===== src/rtl/fetch_unit.sv =====
// Instruction fetch stage: owns the PC, issues credit-limited in-order I-cache requests and
// buffers {pc, inst} pairs in a FIFO; response visible next cycle, head held while out_stall.
module fetch_unit #(
    parameter int                    DATA_WIDTH  = 32,
    parameter int                    ADDR_WIDTH  = 32,
    parameter logic [ADDR_WIDTH-1:0] RESET_PC    = '0,
    parameter int                    QUEUE_DEPTH = 4
) (
    input  logic                  clk,
    input  logic                  rst_n,
    input  logic                  redirect_valid,
    input  logic [ADDR_WIDTH-1:0] redirect_target,
    output logic                  ic_req_valid,
    output logic [ADDR_WIDTH-1:0] ic_req_addr,
    input  logic                  ic_req_ready,
    input  logic                  ic_rsp_valid,
    input  logic [DATA_WIDTH-1:0] ic_rsp_data,
    output logic                  out_valid,
    output logic [ADDR_WIDTH-1:0] out_pc,
    output logic [DATA_WIDTH-1:0] out_inst,
    input  logic                  out_stall
);
    localparam int            CW    = $clog2(QUEUE_DEPTH + 1);
    localparam int            OW    = CW + 1;
    localparam int            PW    = $clog2(QUEUE_DEPTH);
    localparam logic [CW-1:0] C_ONE = CW'(1);
    localparam logic [PW-1:0] LAST  = PW'(QUEUE_DEPTH - 1);

    logic [ADDR_WIDTH-1:0] pc_q, pc_d;
    logic [CW-1:0]         count_q, count_d;
    logic [CW-1:0]         outst_q, outst_d;
    logic [CW-1:0]         drop_q, drop_d;
    logic [PW-1:0]         rd_q, rd_d, wr_q, wr_d;
    logic [PW-1:0]         ifl_rd_q, ifl_rd_d, ifl_wr_q, ifl_wr_d;

    logic [ADDR_WIDTH-1:0] fifo_pc   [QUEUE_DEPTH];
    logic [DATA_WIDTH-1:0] fifo_inst [QUEUE_DEPTH];
    logic [ADDR_WIDTH-1:0] ifl_pc    [QUEUE_DEPTH];

    logic          credit, accept, rsp_ok, push, pop;
    logic [OW-1:0] occupancy;

    function automatic logic [PW-1:0] ptr_inc(input logic [PW-1:0] p);
        return (p == LAST) ? '0 : p + PW'(1);
    endfunction

    // Credit counts in-flight requests too, so a response always finds a free slot.
    assign occupancy    = {1'b0, outst_q} + {1'b0, count_q};
    assign credit       = occupancy < OW'(QUEUE_DEPTH);
    assign ic_req_valid = rst_n && !redirect_valid && credit;
    assign ic_req_addr  = pc_q;
    assign accept       = ic_req_valid && ic_req_ready;

    // A response with nothing outstanding is a protocol violation and is ignored.
    assign rsp_ok = ic_rsp_valid && (outst_q != '0);
    assign push   = rsp_ok && !redirect_valid && (drop_q == '0);
    assign pop    = out_valid && !out_stall && !redirect_valid;

    assign out_valid = (count_q != '0);
    assign out_pc    = out_valid ? fifo_pc[rd_q]   : '0;
    assign out_inst  = out_valid ? fifo_inst[rd_q] : '0;

    always_comb begin
        pc_d     = pc_q;
        count_d  = count_q;
        outst_d  = outst_q;
        drop_d   = drop_q;
        rd_d     = rd_q;
        wr_d     = wr_q;
        ifl_rd_d = ifl_rd_q;
        ifl_wr_d = ifl_wr_q;

        if (rsp_ok) begin
            ifl_rd_d = ptr_inc(ifl_rd_q);
            outst_d  = outst_q - C_ONE;
        end

        if (redirect_valid) begin
            // Everything still owed by the cache belongs to the abandoned stream.
            pc_d    = redirect_target;
            count_d = '0;
            rd_d    = '0;
            wr_d    = '0;
            drop_d  = outst_d;
        end else begin
            if (accept) begin
                pc_d     = pc_q + ADDR_WIDTH'(4);
                ifl_wr_d = ptr_inc(ifl_wr_q);
                outst_d  = outst_d + C_ONE;
            end
            if (rsp_ok && (drop_q != '0)) begin
                drop_d = drop_q - C_ONE;
            end
            if (push) begin
                wr_d = ptr_inc(wr_q);
            end
            if (pop) begin
                rd_d = ptr_inc(rd_q);
            end
            if (push && !pop) begin
                count_d = count_q + C_ONE;
            end else if (!push && pop) begin
                count_d = count_q - C_ONE;
            end
        end
    end

    always_ff @(posedge clk or negedge rst_n) begin
        if (!rst_n) begin
            pc_q     <= RESET_PC;
            count_q  <= '0;
            outst_q  <= '0;
            drop_q   <= '0;
            rd_q     <= '0;
            wr_q     <= '0;
            ifl_rd_q <= '0;
            ifl_wr_q <= '0;
        end else begin
            pc_q     <= pc_d;
            count_q  <= count_d;
            outst_q  <= outst_d;
            drop_q   <= drop_d;
            rd_q     <= rd_d;
            wr_q     <= wr_d;
            ifl_rd_q <= ifl_rd_d;
            ifl_wr_q <= ifl_wr_d;
        end
    end

    // Storage arrays need no reset; occupancy is tracked by the counters above.
    always_ff @(posedge clk) begin
        if (accept) begin
            ifl_pc[ifl_wr_q] <= pc_q;
        end
        if (push) begin
            fifo_pc[wr_q]   <= ifl_pc[ifl_rd_q];
            fifo_inst[wr_q] <= ic_rsp_data;
        end
    end

endmodule


===== config.mk =====
export PLATFORM = sky130hd
export DESIGN_NAME = fetch_unit
export DESIGN_NICKNAME = d
export VERILOG_FILES = /design/src/rtl/fetch_unit.sv
export SDC_FILE = /design/constraint.sdc
export NUM_CORES = 1
export LEC_CHECK = 0
export CORE_MARGIN = 2
export CORE_UTILIZATION = 45
export DETAILED_ROUTE_END_ITERATION = 10
export PLACE_DENSITY = 0.61
export SKIP_CTS_REPAIR_TIMING = 1
export SYNTH_ARGS = -nofsm -noshare
export SYNTH_HDL_FRONTEND = slang
export SYNTH_SLANG_ARGS = --single-unit

===== constraint.sdc =====
create_clock -name clk -period 5.3 [get_ports clk]
set_input_delay 1.06 -clock clk [delete_from_list [all_inputs] [get_ports clk]]
set_output_delay 1.06 -clock clk [all_outputs]
set_load 0.05 [all_outputs]

**After elaboration in Yosys (flattened, before gate mapping)**

Memories as Yosys holds them, arrays and structs flattened.
Cells that the tools add are included.

- Bitwise logic cells: 1
- Magnitude comparators: 1
- Reduce and logical (&&, ||, !) cells: 25
- Add/subtract/negate cells: 11
- Multiplexer cells: 24
- Equal/unequal tests: 4

Operators with widths:

| kind | count |
|---|---|
| two-way mux 32 bit | 4 |
| adder 32 x 3 -> 32 bit, second input constant | 1 |
| two-way mux 3 bit | 8 |
| two-way mux 2 bit | 8 |
| nonzero test 3 bit | 4 |
| logical AND 1 bit | 11 |
| subtractor 3 x 1 -> 3 bit, second input constant | 3 |
| adder 2 x 1 -> 2 bit, second input constant | 4 |
| == test 2 bit, second input constant | 4 |
| nonzero test 2 bit | 4 |
| adder 3 x 1 -> 3 bit, second input constant | 2 |
| adder 3 x 3 -> 4 bit | 1 |
| zero test 1 bit | 4 |
| less-than comparator 4 x 3 -> 1 bit, second input constant | 1 |
| two-way mux 1 bit | 4 |
| zero test 3 bit | 1 |
| AND reduction 2 bit | 1 |
| NOT 1 bit | 1 |

- Output and inout port bits: 98
- RAM bits: 384
- Register bits: 49
- Input port bits: 70
- Memories: 3

Memory list:

| name | words | width | rd ports | clocked after Yosys merged registers in | wr ports | RTL line | RTL |
|---|---|---|---|---|---|---|---|
| fifo_inst | 4 | 32 | 1 | 0 | 1 | 37 | `logic [DATA_WIDTH-1:0] fifo_inst [QUEUE_DEPTH];` |
| fifo_pc | 4 | 32 | 1 | 0 | 1 | 36 | `logic [ADDR_WIDTH-1:0] fifo_pc [QUEUE_DEPTH];` |
| ifl_pc | 4 | 32 | 1 | 0 | 1 | 38 | `logic [ADDR_WIDTH-1:0] ifl_pc [QUEUE_DEPTH];` |

**Logic depth before layout (Yosys ltp)**

- Depth after elaboration: 9
- Gate-level depth with buffers: 10
- Mapped depth without buffers: 9

**Worst setup path before layout**

OpenSTA, ideal clock, no wires.

- Kind: in2reg
- Start point: input port redirect_valid
- End point: memory fifo_inst[0][0] (enable)
- Stages on the path: 4
- Required time: 4871 ps
- Arrival: 3120 ps
- Path buffers: 2
- Library setup time: 429 ps
- Path slack: 1751 ps
- Cell sequence: buf_2 > buf_1 > nor2_1 > and2_1

- Word-level cells in the longest chain between the ends: 5

RTL lines:

| what | RTL line | RTL |
|---|---|---|
| start, declared | 11 | `input logic redirect_valid,` |
| zero test 1 bit | 56 | `assign push = rsp_ok && !redirect_valid && (drop_q == '0);` |
| logical AND 1 bit (2 in series) | 56 |  |
| two-way mux 1 bit | 135 | `if (push) begin` |
| two-way mux 1 bit (implied by the code) | 137 | `fifo_inst[wr_q] <= ic_rsp_data;` |
| end, declared | 37 |  |

No other way between the ends.

**Final worst setup path**

- Start point: register rd_q[0]
- End point: output port out_pc[11]

- Word-level cells in the longest chain between the ends: 2

RTL lines:

| what | RTL line | RTL |
|---|---|---|
| start, declared | 33 | `logic [PW-1:0] rd_q, rd_d, wr_q, wr_d;` |
| start signal, assigned | 123 | `rd_q <= rd_d;` |
| memory read (4 x 32 bit) | n/a |  |
| two-way mux 32 bit | 60 | `assign out_pc = out_valid ? fifo_pc[rd_q] : '0;` |
| end, declared | 19 | `output logic [ADDR_WIDTH-1:0] out_pc,` |

No other way between the ends.

==> results.md <==
- Total grt overflow: 0
- Commonest cells post-synth: sky130_fd_sc_hd__edfxtp_1, sky130_fd_sc_hd__mux4_2, sky130_fd_sc_hd__and2_1
- Worst-case clock skew: 15.9 ps
- Fin Setup TNS: 0 ps
- Fin. Hold Viols: 0
- Number of remaining DRC errors: 0
- Mean post-synth cell area: 18.9 µm²
- Hold crit path type: flop to flop
- Global-route wire length before repair: roughly 55000 µm
- Clock tree from TritonCTS: done
- Cell at the root of the clock tree: sky130_fd_sc_hd__clkbuf_16
- Cell chain of the critical path: buf_4 > mux4_2 > and2_1 > clkdlybuf4s50_1
- Worst path setup slack after routing: roughly 1000 ps
- Largest area contributor in the netlist: sky130_fd_sc_hd__edfxtp_1
- Max incr delay on CP: roughly 900 ps
- Crit path kind: flop to output port
- Longest Clk Path Bufs: 3
- Area share of the largest cell type after synthesis: 0.665
- Yosys warnings: 0
- Vias in the first global route: roughly 9100
- Cells on worst reg2reg path: 7
- Pin count of the biggest net entering global routing: 67
- Endpoint of the most critical setup path: out_pc[11]
- Vias: ~9000
- Final Max Tran Viols: 0
- Setup slack on the worst flop-to-flop path: around 2300 ps
- Area added between synthesis and finish: 21.0%
- Time the worst path needs with I/O delays and setup: between 4000 and 5000 ps
- Launching point of the worst reg2reg path: count_q[2]
- Worst setup path startpoint: rd_q[0]
- Post-route clock period utilization: 0.803
- Clk Latency, worst-skew pair: between 500 and 600 ps
- Synthesized cell area: roughly 0.017 mm²
- Overall fraction of global-route tracks in use: 0.177
- Async SR Flop Fraction: 0.113
- Total wirelength of the detailed-routed design: between 30000 and 40000 µm
- Post-placement worst setup slack: ~1500 ps
- Num CTS Buffers: between 40 and 50
- Sequential cell area fraction in the yosys report: 0.736
- Combined flip-flop and latch cell area: about 0.013 mm²
- Data arrival time of the worst path: between 3000 and 4000 ps
- Placed wire-length estimate: between 20000 and 25000 µm
- Area of the multi-input gates: roughly 0.0043 mm²
- Highest fanout seen on the critical path: 35
- Result of the run: finished, final reports clean
- Die Ht: between 200 and 250 µm
- Post-synth cell types: 64
- Horiz. Die Dim: around 200 µm
- Routed via count divided by cell count: ~5.4
- Net count of the mapped netlist: approximately 1000
- Critical path startpoint category: flop
- Slew at the pin with the worst max-slew slack: about 1100 ps
- Type of element capturing the critical path: output port
- Area of the core region: around 0.038 mm²
- Starting density of the core: 0.458
- Drt first-iter violations: around 540
- Final ANT Viol Nets: 0
- Critical path data required time: ~4200 ps
- Mean routed wirelength per cell: ~21 µm
- Placed standard-cell area: 0.0196 mm²
- Leakage power total: slightly below 7 nW
- Unrepaired setup endpoints after global routing: false
- Number of flops mapped to enable cells by yosys: about 380
- Max-cap violations: 0
- Count leader, synth: sky130_fd_sc_hd__edfxtp_1
- Clock-pin transition on the worst setup and hold timing paths: ~60 ps
- Maximum level of the CTS H-tree: 2
- Max frequency: ~230 MHz
- Power Density: 528 mW/mm²
- Final Cell Area: approximately 0.021 mm²
- Number of clock sinks: 433
- Net count, final: around 1200
- Top cells by area, synth: sky130_fd_sc_hd__edfxtp_1, sky130_fd_sc_hd__mux4_2, sky130_fd_sc_hd__dfrtp_1, sky130_fd_sc_hd__and2_1, sky130_fd_sc_hd__ha_1
- Register bit total from synthesis: between 400 and 500
- Std cell rows: 71
- Die area: ~0.040 mm²
- Antenna violations before repair: 3
- Prevailing post-synth register cell: sky130_fd_sc_hd__edfxtp_1
- Routability cong.: 0.771
- Max-slew headroom at the worst pin: 0.269
- Count of buffers inserted at the top-level ports: between 150 and 200
- Count of pins on the block boundary: 168
- Setup-failing EPs final: 0
- Slowest cell on crit path: sky130_fd_sc_hd__dfrtp_4
- Drt pass-1 iters: 4
- Reg2Reg Capture Point: ic_req_addr[27]
- Number of filler instances in the final layout: around 3000
- Layout cells sized above 1: 0.174
- Syn Inst Count: 917
- Max rail drop VDD: 244 µV
## registers in the layout, summed over array words and instances (netlist names), 3 cells and up
name and count:
count_q 3, drop_q 3, fifo_inst 128, fifo_pc 128
ic_req_addr 32, ifl_pc 128, outst_q 3
## worst max-delay path: cells and delay by family (launching register included)
kind	cells	cell delay, ps
DFF	1	900
and+or+nand+nor	1	180
buffers and inverters	2	1060
muxes	1	510
## power breakdown
group	internal [mW]	switching, mW
sequential	4.11	0.283
combinational	1.44	2.30
clock	1.72	1.22
## cells in the final DEF, fill, tap and decap left out, drive strengths merged, types with 9 or more instances in the layout
cell           count
nand4              9
clkbuf            65
nand3             21
a21oi             10
nand2             51
o311ai            10
buf               20
clkinv            12
and2              75
edfxtp           384
dfrtp             49
ha                18
mux4              96
nor2              20
o21ai             28
clkdlybuf4s50    165
inv               18
## per-layer routing
layer,routed length [µm],part of all wire,GRT usage,vias up
li1,-,-,-,4021
met2,16500,0.47,0.276,251
met3,1770,0.050,0.0329,48
met4,552,0.016,0.0455,0
met5,0,0,0,-
met1,16400,0.47,0.259,4642
## through the flow
step	cells	hold slack, ps	power (mW)	utilization
finish	1645	543	11.1	0.554
global route	1644	568	11.6	0.554
CTS	1644	547	11.2	0.554
floorplan	917	532	7.01	-
global placement	1565	519	8.22	0.518
detailed placement	1565	533	8.26	0.518
## logic make-up (layout without fill, tap and decap cells)
| family | Yosys count | in the layout | share of synthesized area |
|---|---|---|---|
| multiplexers | 102 | 102 | 0.128 |
| buffers and inverters | 66 | 282 | 0.0177 |
| XOR/XNOR | 9 | 9 | 0.00455 |
| other | 0 | 1 | 0 |
| AND/OR/NAND/NOR | 207 | 207 | 0.0678 |
| flip-flops | 433 | 433 | 0.736 |
| AO/OA/AOI/OAI | 81 | 81 | 0.0317 |
| adder cells (fa/ha/maj) | 19 | 19 | 0.0141 |
## cell type report
| class | instances | share of cell area |
|---|---|---|
| tap | 511 | 0.0305 |
| multi-input combinational | 418 | 0.204 |
| clock inverter | 14 | 0.00555 |
| timing repair buffer | 185 | 0.0886 |
| sequential | 433 | 0.608 |
| inverter | 18 | 0.00322 |
| antenna | 1 | 0.000119 |
| clock buffer | 65 | 0.0593 |
## worst min-delay path by stage
stage                            from          end  slack (ps)  depth (start not counted)
after floorplan            count_q[1]   count_q[1]         530                          2
after detailed placement  ifl_rd_q[1]  ifl_rd_q[1]         530                          1
after global placement    ifl_rd_q[1]  ifl_rd_q[1]         520                          1
final                     ifl_rd_q[1]  ifl_rd_q[1]         540                          1
after CTS                 ifl_rd_q[1]  ifl_rd_q[1]         550                          1
after global routing      ifl_rd_q[1]  ifl_rd_q[1]         570                          1
No activity file was read; power rests on OpenSTA's default activity.
